### src/rtl/ex_muldiv.sv
// ex_muldiv: EX-stage multiply/divide unit with the architectural HI/LO registers.
// MULT/MULTU take one extra cycle. DIV/DIVU use a restoring divider that takes
// DATA_WIDTH iteration cycles, and stall_req holds IF/ID/EX for that time.
// MTHI/MTLO write HI/LO. MFHI/MFLO read them through read_data.
// Ports:
//   clk, rst         clock (rising edge), asynchronous active-low reset
//   flush            synchronous abort of any in-flight operation
//   op_valid, funct  valid instruction in EX and its 6-bit funct code
//   operand_1/2      rs / rt values
//   stall_req        combinational pipeline hold request
//   read_data        combinational HI/LO read for MFHI/MFLO, else 0
//   hi, lo           architectural HI/LO registers
module ex_muldiv #(
  parameter int unsigned DATA_WIDTH = 32
) (
  input  logic                  clk,
  input  logic                  rst,
  input  logic                  flush,
  input  logic                  op_valid,
  input  logic [5:0]            funct,
  input  logic [DATA_WIDTH-1:0] operand_1,
  input  logic [DATA_WIDTH-1:0] operand_2,
  output logic                  stall_req,
  output logic [DATA_WIDTH-1:0] read_data,
  output logic [DATA_WIDTH-1:0] hi,
  output logic [DATA_WIDTH-1:0] lo
);

  localparam int unsigned W     = DATA_WIDTH;
  localparam int unsigned CNT_W = $clog2(DATA_WIDTH);

  localparam logic [5:0] F_MFHI  = 6'h10;
  localparam logic [5:0] F_MTHI  = 6'h11;
  localparam logic [5:0] F_MFLO  = 6'h12;
  localparam logic [5:0] F_MTLO  = 6'h13;
  localparam logic [5:0] F_MULT  = 6'h18;
  localparam logic [5:0] F_MULTU = 6'h19;
  localparam logic [5:0] F_DIV   = 6'h1A;
  localparam logic [5:0] F_DIVU  = 6'h1B;

  localparam logic [1:0] S_IDLE    = 2'd0;
  localparam logic [1:0] S_MUL     = 2'd1;
  localparam logic [1:0] S_DIV_RUN = 2'd2;
  localparam logic [1:0] S_DONE    = 2'd3;

  logic [1:0]       state_q, state_d;
  logic [W-1:0]     a_q, a_d;          // raw operand_1 (multiplicand / div-by-zero result)
  logic [W-1:0]     b_q, b_d;          // multiplier, or divisor magnitude
  logic             sgn_q, sgn_d;
  logic             dz_q, dz_d;
  logic             qneg_q, qneg_d;
  logic             rneg_q, rneg_d;
  logic [CNT_W-1:0] cnt_q, cnt_d;
  logic [W-1:0]     rem_q, rem_d;
  logic [W-1:0]     quo_q, quo_d;      // dividend magnitude shifts out, quotient shifts in
  logic [W-1:0]     hi_q, hi_d;
  logic [W-1:0]     lo_q, lo_d;

  logic             is_mul, is_div, is_sgn;
  logic [2*W-1:0]   a_ext, b_ext, prod;
  logic [W:0]       trial, diff;
  logic             ge;
  logic [W-1:0]     rem_step, quo_step;

  // Funct decode
  always_comb begin
    is_mul = (funct == F_MULT) || (funct == F_MULTU);
    is_div = (funct == F_DIV)  || (funct == F_DIVU);
    is_sgn = (funct == F_MULT) || (funct == F_DIV);
  end

  // Full-width product: low 2W bits of an extended multiply are correct for both signednesses
  always_comb begin
    a_ext = sgn_q ? {{W{a_q[W-1]}}, a_q} : {{W{1'b0}}, a_q};
    b_ext = sgn_q ? {{W{b_q[W-1]}}, b_q} : {{W{1'b0}}, b_q};
    prod  = a_ext * b_ext;
  end

  // One restoring shift-subtract step; diff[W] set means the trial was below the divisor
  always_comb begin
    trial    = {rem_q, quo_q[W-1]};
    diff     = trial - {1'b0, b_q};
    ge       = ~diff[W];
    rem_step = ge ? diff[W-1:0] : trial[W-1:0];
    quo_step = {quo_q[W-2:0], ge};
  end

  // Next-state, datapath and stall logic
  always_comb begin
    state_d   = state_q;
    a_d       = a_q;
    b_d       = b_q;
    sgn_d     = sgn_q;
    dz_d      = dz_q;
    qneg_d    = qneg_q;
    rneg_d    = rneg_q;
    cnt_d     = cnt_q;
    rem_d     = rem_q;
    quo_d     = quo_q;
    hi_d      = hi_q;
    lo_d      = lo_q;
    stall_req = 1'b0;
    if (flush) begin
      state_d = S_IDLE;
    end else begin
      case (state_q)
        S_IDLE: begin
          if (op_valid) begin
            if (is_mul) begin
              stall_req = 1'b1;
              state_d   = S_MUL;
              a_d       = operand_1;
              b_d       = operand_2;
              sgn_d     = is_sgn;
            end else if (is_div) begin
              stall_req = 1'b1;
              state_d   = S_DIV_RUN;
              a_d       = operand_1;
              b_d       = (is_sgn && operand_2[W-1]) ? W'(-operand_2) : operand_2;
              quo_d     = (is_sgn && operand_1[W-1]) ? W'(-operand_1) : operand_1;
              rem_d     = '0;
              cnt_d     = '0;
              sgn_d     = is_sgn;
              dz_d      = (operand_2 == '0);
              qneg_d    = is_sgn && (operand_1[W-1] ^ operand_2[W-1]);
              rneg_d    = is_sgn && operand_1[W-1];
            end else if (funct == F_MTHI) begin
              hi_d = operand_1;
            end else if (funct == F_MTLO) begin
              lo_d = operand_1;
            end
          end
        end
        S_MUL: begin
          stall_req    = 1'b1;
          state_d      = S_DONE;
          {hi_d, lo_d} = prod;
        end
        S_DIV_RUN: begin
          stall_req = 1'b1;
          rem_d     = rem_step;
          quo_d     = quo_step;
          cnt_d     = cnt_q + CNT_W'(1);
          if (cnt_q == CNT_W'(W - 1)) begin
            state_d = S_DONE;
            if (dz_q) begin
              lo_d = '1;
              hi_d = a_q;
            end else begin
              lo_d = qneg_q ? W'(-quo_step) : quo_step;
              hi_d = rneg_q ? W'(-rem_step) : rem_step;
            end
          end
        end
        S_DONE: begin
          state_d = S_IDLE;
        end
        default: begin
          state_d = S_IDLE;
        end
      endcase
    end
    // Never request a hold while reset is asserted
    if (!rst) begin
      stall_req = 1'b0;
    end
  end

  // State and datapath registers
  always_ff @(posedge clk or negedge rst) begin
    if (!rst) begin
      state_q <= S_IDLE;
      a_q     <= '0;
      b_q     <= '0;
      sgn_q   <= 1'b0;
      dz_q    <= 1'b0;
      qneg_q  <= 1'b0;
      rneg_q  <= 1'b0;
      cnt_q   <= '0;
      rem_q   <= '0;
      quo_q   <= '0;
      hi_q    <= '0;
      lo_q    <= '0;
    end else begin
      state_q <= state_d;
      a_q     <= a_d;
      b_q     <= b_d;
      sgn_q   <= sgn_d;
      dz_q    <= dz_d;
      qneg_q  <= qneg_d;
      rneg_q  <= rneg_d;
      cnt_q   <= cnt_d;
      rem_q   <= rem_d;
      quo_q   <= quo_d;
      hi_q    <= hi_d;
      lo_q    <= lo_d;
    end
  end

  // HI/LO read port; no same-cycle forwarding from MTHI/MTLO
  always_comb begin
    read_data = '0;
    if (op_valid && (funct == F_MFHI)) begin
      read_data = hi_q;
    end else if (op_valid && (funct == F_MFLO)) begin
      read_data = lo_q;
    end
  end

  assign hi = hi_q;
  assign lo = lo_q;

endmodule

### config.mk
export PLATFORM = sky130hd
export DESIGN_NAME = ex_muldiv
export DESIGN_NICKNAME = d
export VERILOG_FILES = /design/src/rtl/ex_muldiv.sv
export SDC_FILE = /design/constraint.sdc
export NUM_CORES = 2
export LEC_CHECK = 0
export ABC_AREA = 0
export CORE_ASPECT_RATIO = 0.8
export CORE_UTILIZATION = 45
export CTS_BUF_LIST = sky130_fd_sc_hd__clkbuf_8
export CTS_CLUSTER_DIAMETER = 150
export DETAILED_ROUTE_END_ITERATION = 10
export PLACE_DENSITY = 0.67
export REMOVE_ABC_BUFFERS = 1
export SLEW_MARGIN = 20
export SYNTH_ARGS = -nofsm -noshare
export SYNTH_HDL_FRONTEND = slang
export SYNTH_SLANG_ARGS = --single-unit
### constraint.sdc
create_clock -name clk -period 8.79 [get_ports clk]
set_input_delay 1.758 -clock clk [delete_from_list [all_inputs] [get_ports clk]]
set_output_delay 1.758 -clock clk [all_outputs]
set_load 0.005 [all_outputs]
==> summary.md <==
| Metric | Value |
|---|---|
| Initial core utilization | 0.454 |
| Worst Hold Class | reg2reg |
| Kind of end point of the critical path | register |
| Simple-gate share of the synthesized area | 0.151 |
| Largest net degree at the start of global routing | 159 |
| Row Count | 122 |
| Slew HR | 0.180 |
| Synthesis Warnings | 0 |
| CP peak stage delay | 630 ps |
| Mux contribution to synthesized area | 0.00724 |
| CTS Buffer Depth | 3 |
| Grt ovf | 0 |
| Avg Cell Area, Syn | 8.96 sq um |
| EDFF count, synth | 0 |
| Status | finished with violations |
| Most common cell after layout, fill and taps aside | inv_1 |
| Number of distinct library cells after synthesis | 88 |
| CP Data Required Time | 9280 ps |
| Max-Cap Viols | 0 |
| Failing checks | negative setup slack |
| Antenna violations before repair | 17 |
| Synth Area in Compound Gates | 0.0879 |
| Post-layout min period | 9090 ps |
| Final worst slack | -303 ps |
| Post-Synth XOR/XNOR Area | 0.0325 |
| Hpwl dp | 193 mm |
| Setup_tns | -2880 ps |
| Most frequent cells in the layout | inv_1 (1552), fa_1 (1335), nand2_1 (847), buf_4 (636), and2_1 (571) |
| Clk slew on worst S/H paths | 70 ps |
| Num CTS Buffers | 40 |
| Core ar. | 138000 sq um |
| CP startpoint kind | register |
| Ys async rst share | 1.00 |
| Initial DRC Count | 5747 |
| Port buffer count | 170 |
| CP Class | reg2reg |
| Synth Instances | 7007 |
| Die width | 420 microns |
| Largest family of logic cells by synthesized area | adder cells |
| # IOs | 171 |
| Worst-margin pin slew | 1220 ps |
| Final worst-path cycle share | 1.03 |
| Post-route ant nets | 0 |
| Area growth from synthesis to layout | 19.2% |
| Final Skew | 75.1 ps |
| First-pass GRT wire length | 343 mm |
| Initial DRT Pass Iterations | 6 |
| Clk Latency, worst-skew pair | 670 ps |
| WL/cell | 24.1 microns |
| Max stage delay cell, worst path | fa_2 |
| Vias per inst | 5.50 |
| FF+latch area | 5090 sq um |
| Clock sink total | 203 |
| Final wirelength | 229 mm |
| Endpoints failing hold | 0 |
| RSZ-0062 raised after global routing | true |
| Vias post-DR | 52.3k |
| # fillers | 12.5k |
| Fmax | 110 MHz |
| Share of layout cells above drive strength 1 | 0.154 |
| Total track usage | 0.329 |
| Area occupied by multi-input gates | 51800 sq um |
| Die ar. | 141000 sq um |
| Synth Area in Adders | 0.524 |
| Synth Flop Type | dfrtp_1 |
| Sequential area share after synthesis | 0.0809 |
| DR DRC count | 0 |
| H-tree depth | 2 |
| FF+latch count, synth | 203 |
| Post-synthesis cell area | 62800 sq um |
| Die height | 336 microns |
| Critical path's most frequent cell | fa_1 |
| Max-slew violations | 0 |
| Vias in the first global route | 53.6k |
| Endpoints failing setup | 16 |
| Crit Path Max Fanout | 7 |
| Gpl congestion | 1.03 |
| CTS root buffer | clkbuf_8 |
| CTS tree | built |
| Post-layout net count | 9453 |
| Hold buffers post-CTS | 0 |
| Arr. time, crit path | 9580 ps |
[worst paths after layout]
path,start,to,slack (ps),cells past startpoint
max,a_q[25],hi[29],-300,32
min,cnt_q[4],cnt_q[4],490,2
min reg2reg,cnt_q[4],cnt_q[4],490,2
max in group asynchronous,rst,rem_q[31],6380,2
min in group asynchronous,rst,b_q[0],1020,1
max reg2reg,a_q[25],hi[29],-300,32
[flip-flops by register name (all words and copies together), names as in the netlist, 2 cells and up]
| register | cells |
|---|---|
| a_q | 32 |
| b_q | 32 |
| cnt_q | 5 |
| hi | 32 |
| lo | 32 |
| quo_q | 32 |
| rem_q | 32 |
| state_q | 2 |
[cells by family (layout without fill, tap and decap cells)]
family,Yosys count,in the layout
buf+inv,1955,2588
simple gates,1934,1934
fa+ha+maj,1775,1775
compound gates,864,864
xor+xnor,233,233
flops,203,203
mux,43,43
other cells,0,7
[cell usage after synthesis, drive strengths merged, types with 22 or more instances]
cell type	n	area [sq um]
and3	40	250
o21a	22	166
dfrtp	203	5080
or3	33	221
and2	582	3640
nand2b	25	156
nand2	871	3270
nor2	190	713
a21oi	212	1060
nand3	38	190
a21o	59	443
nor3	47	235
xor2	75	657
a211oi	30	235
clkbuf	340	1280
mux2i	33	330
ha	351	4390
buf	22	101
a22o	40	350
o21ai	270	1360
xnor2	158	1380
a31oi	31	194
a221oi	26	228
nor4	25	178
fa	1420	28400
o31ai	48	365
inv	1592	5980
[per-layer routing]
layer  GRT usage  up-vias  routed length, microns
met3       0.130      355                   33300
met4      0.0900       10                    7700
met5           0        -                     294
li1            -    22400                       -
met1       0.477    26600                   96100
met2       0.450     2919                   91500
[metrics by stage]
step / setup slack, ps / utilization / cell area, sq um / cells / hold WS [ps]
2_1_floorplan: -1160 / - / 61400 / 6645 / 456
3_3_place_gp: -626 / 0.518 / 71700 / 9367 / 470
3_5_place_dp: -674 / 0.518 / 71700 / 9367 / 490
4_1_cts: -241 / 0.534 / 73900 / 9484 / 503
5_1_grt: -528 / 0.541 / 74800 / 9504 / 525
6_report: -303 / 0.541 / 74800 / 9507 / 495
[what timing repair did]
| action | 4_1_cts | 5_1_grt |
|---|---|---|
| gates resized for setup | 250 | 174 |
| setup endpoints to repair | 28 | 35 |
| buffers inserted | 42 | 17 |
| cloned | 3 | 0 |
| pin swaps | 136 | 119 |
[worst max-delay path, delay by kind of cell (launching register included)]
family	cells	cell delay (ps)
fa+ha+maj	11	5410
compound gates	11	2190
buf+inv	8	620
flops	1	450
simple gates	1	140
mux	1	130
[final cells by class]
cell class	instances	share of cell area
clock inverter	20	0.00279
tap	1860	0.0311
sequential	203	0.0680
inverter	1593	0.0801
antenna	7	0.000234
clock buffer	54	0.00994
multi-input combinational	4849	0.693
timing repair buffer	921	0.115
Power is left out: the tool's default activity adds up to more than one toggle a clock period on the data nets, which glitch-free logic cannot reach.
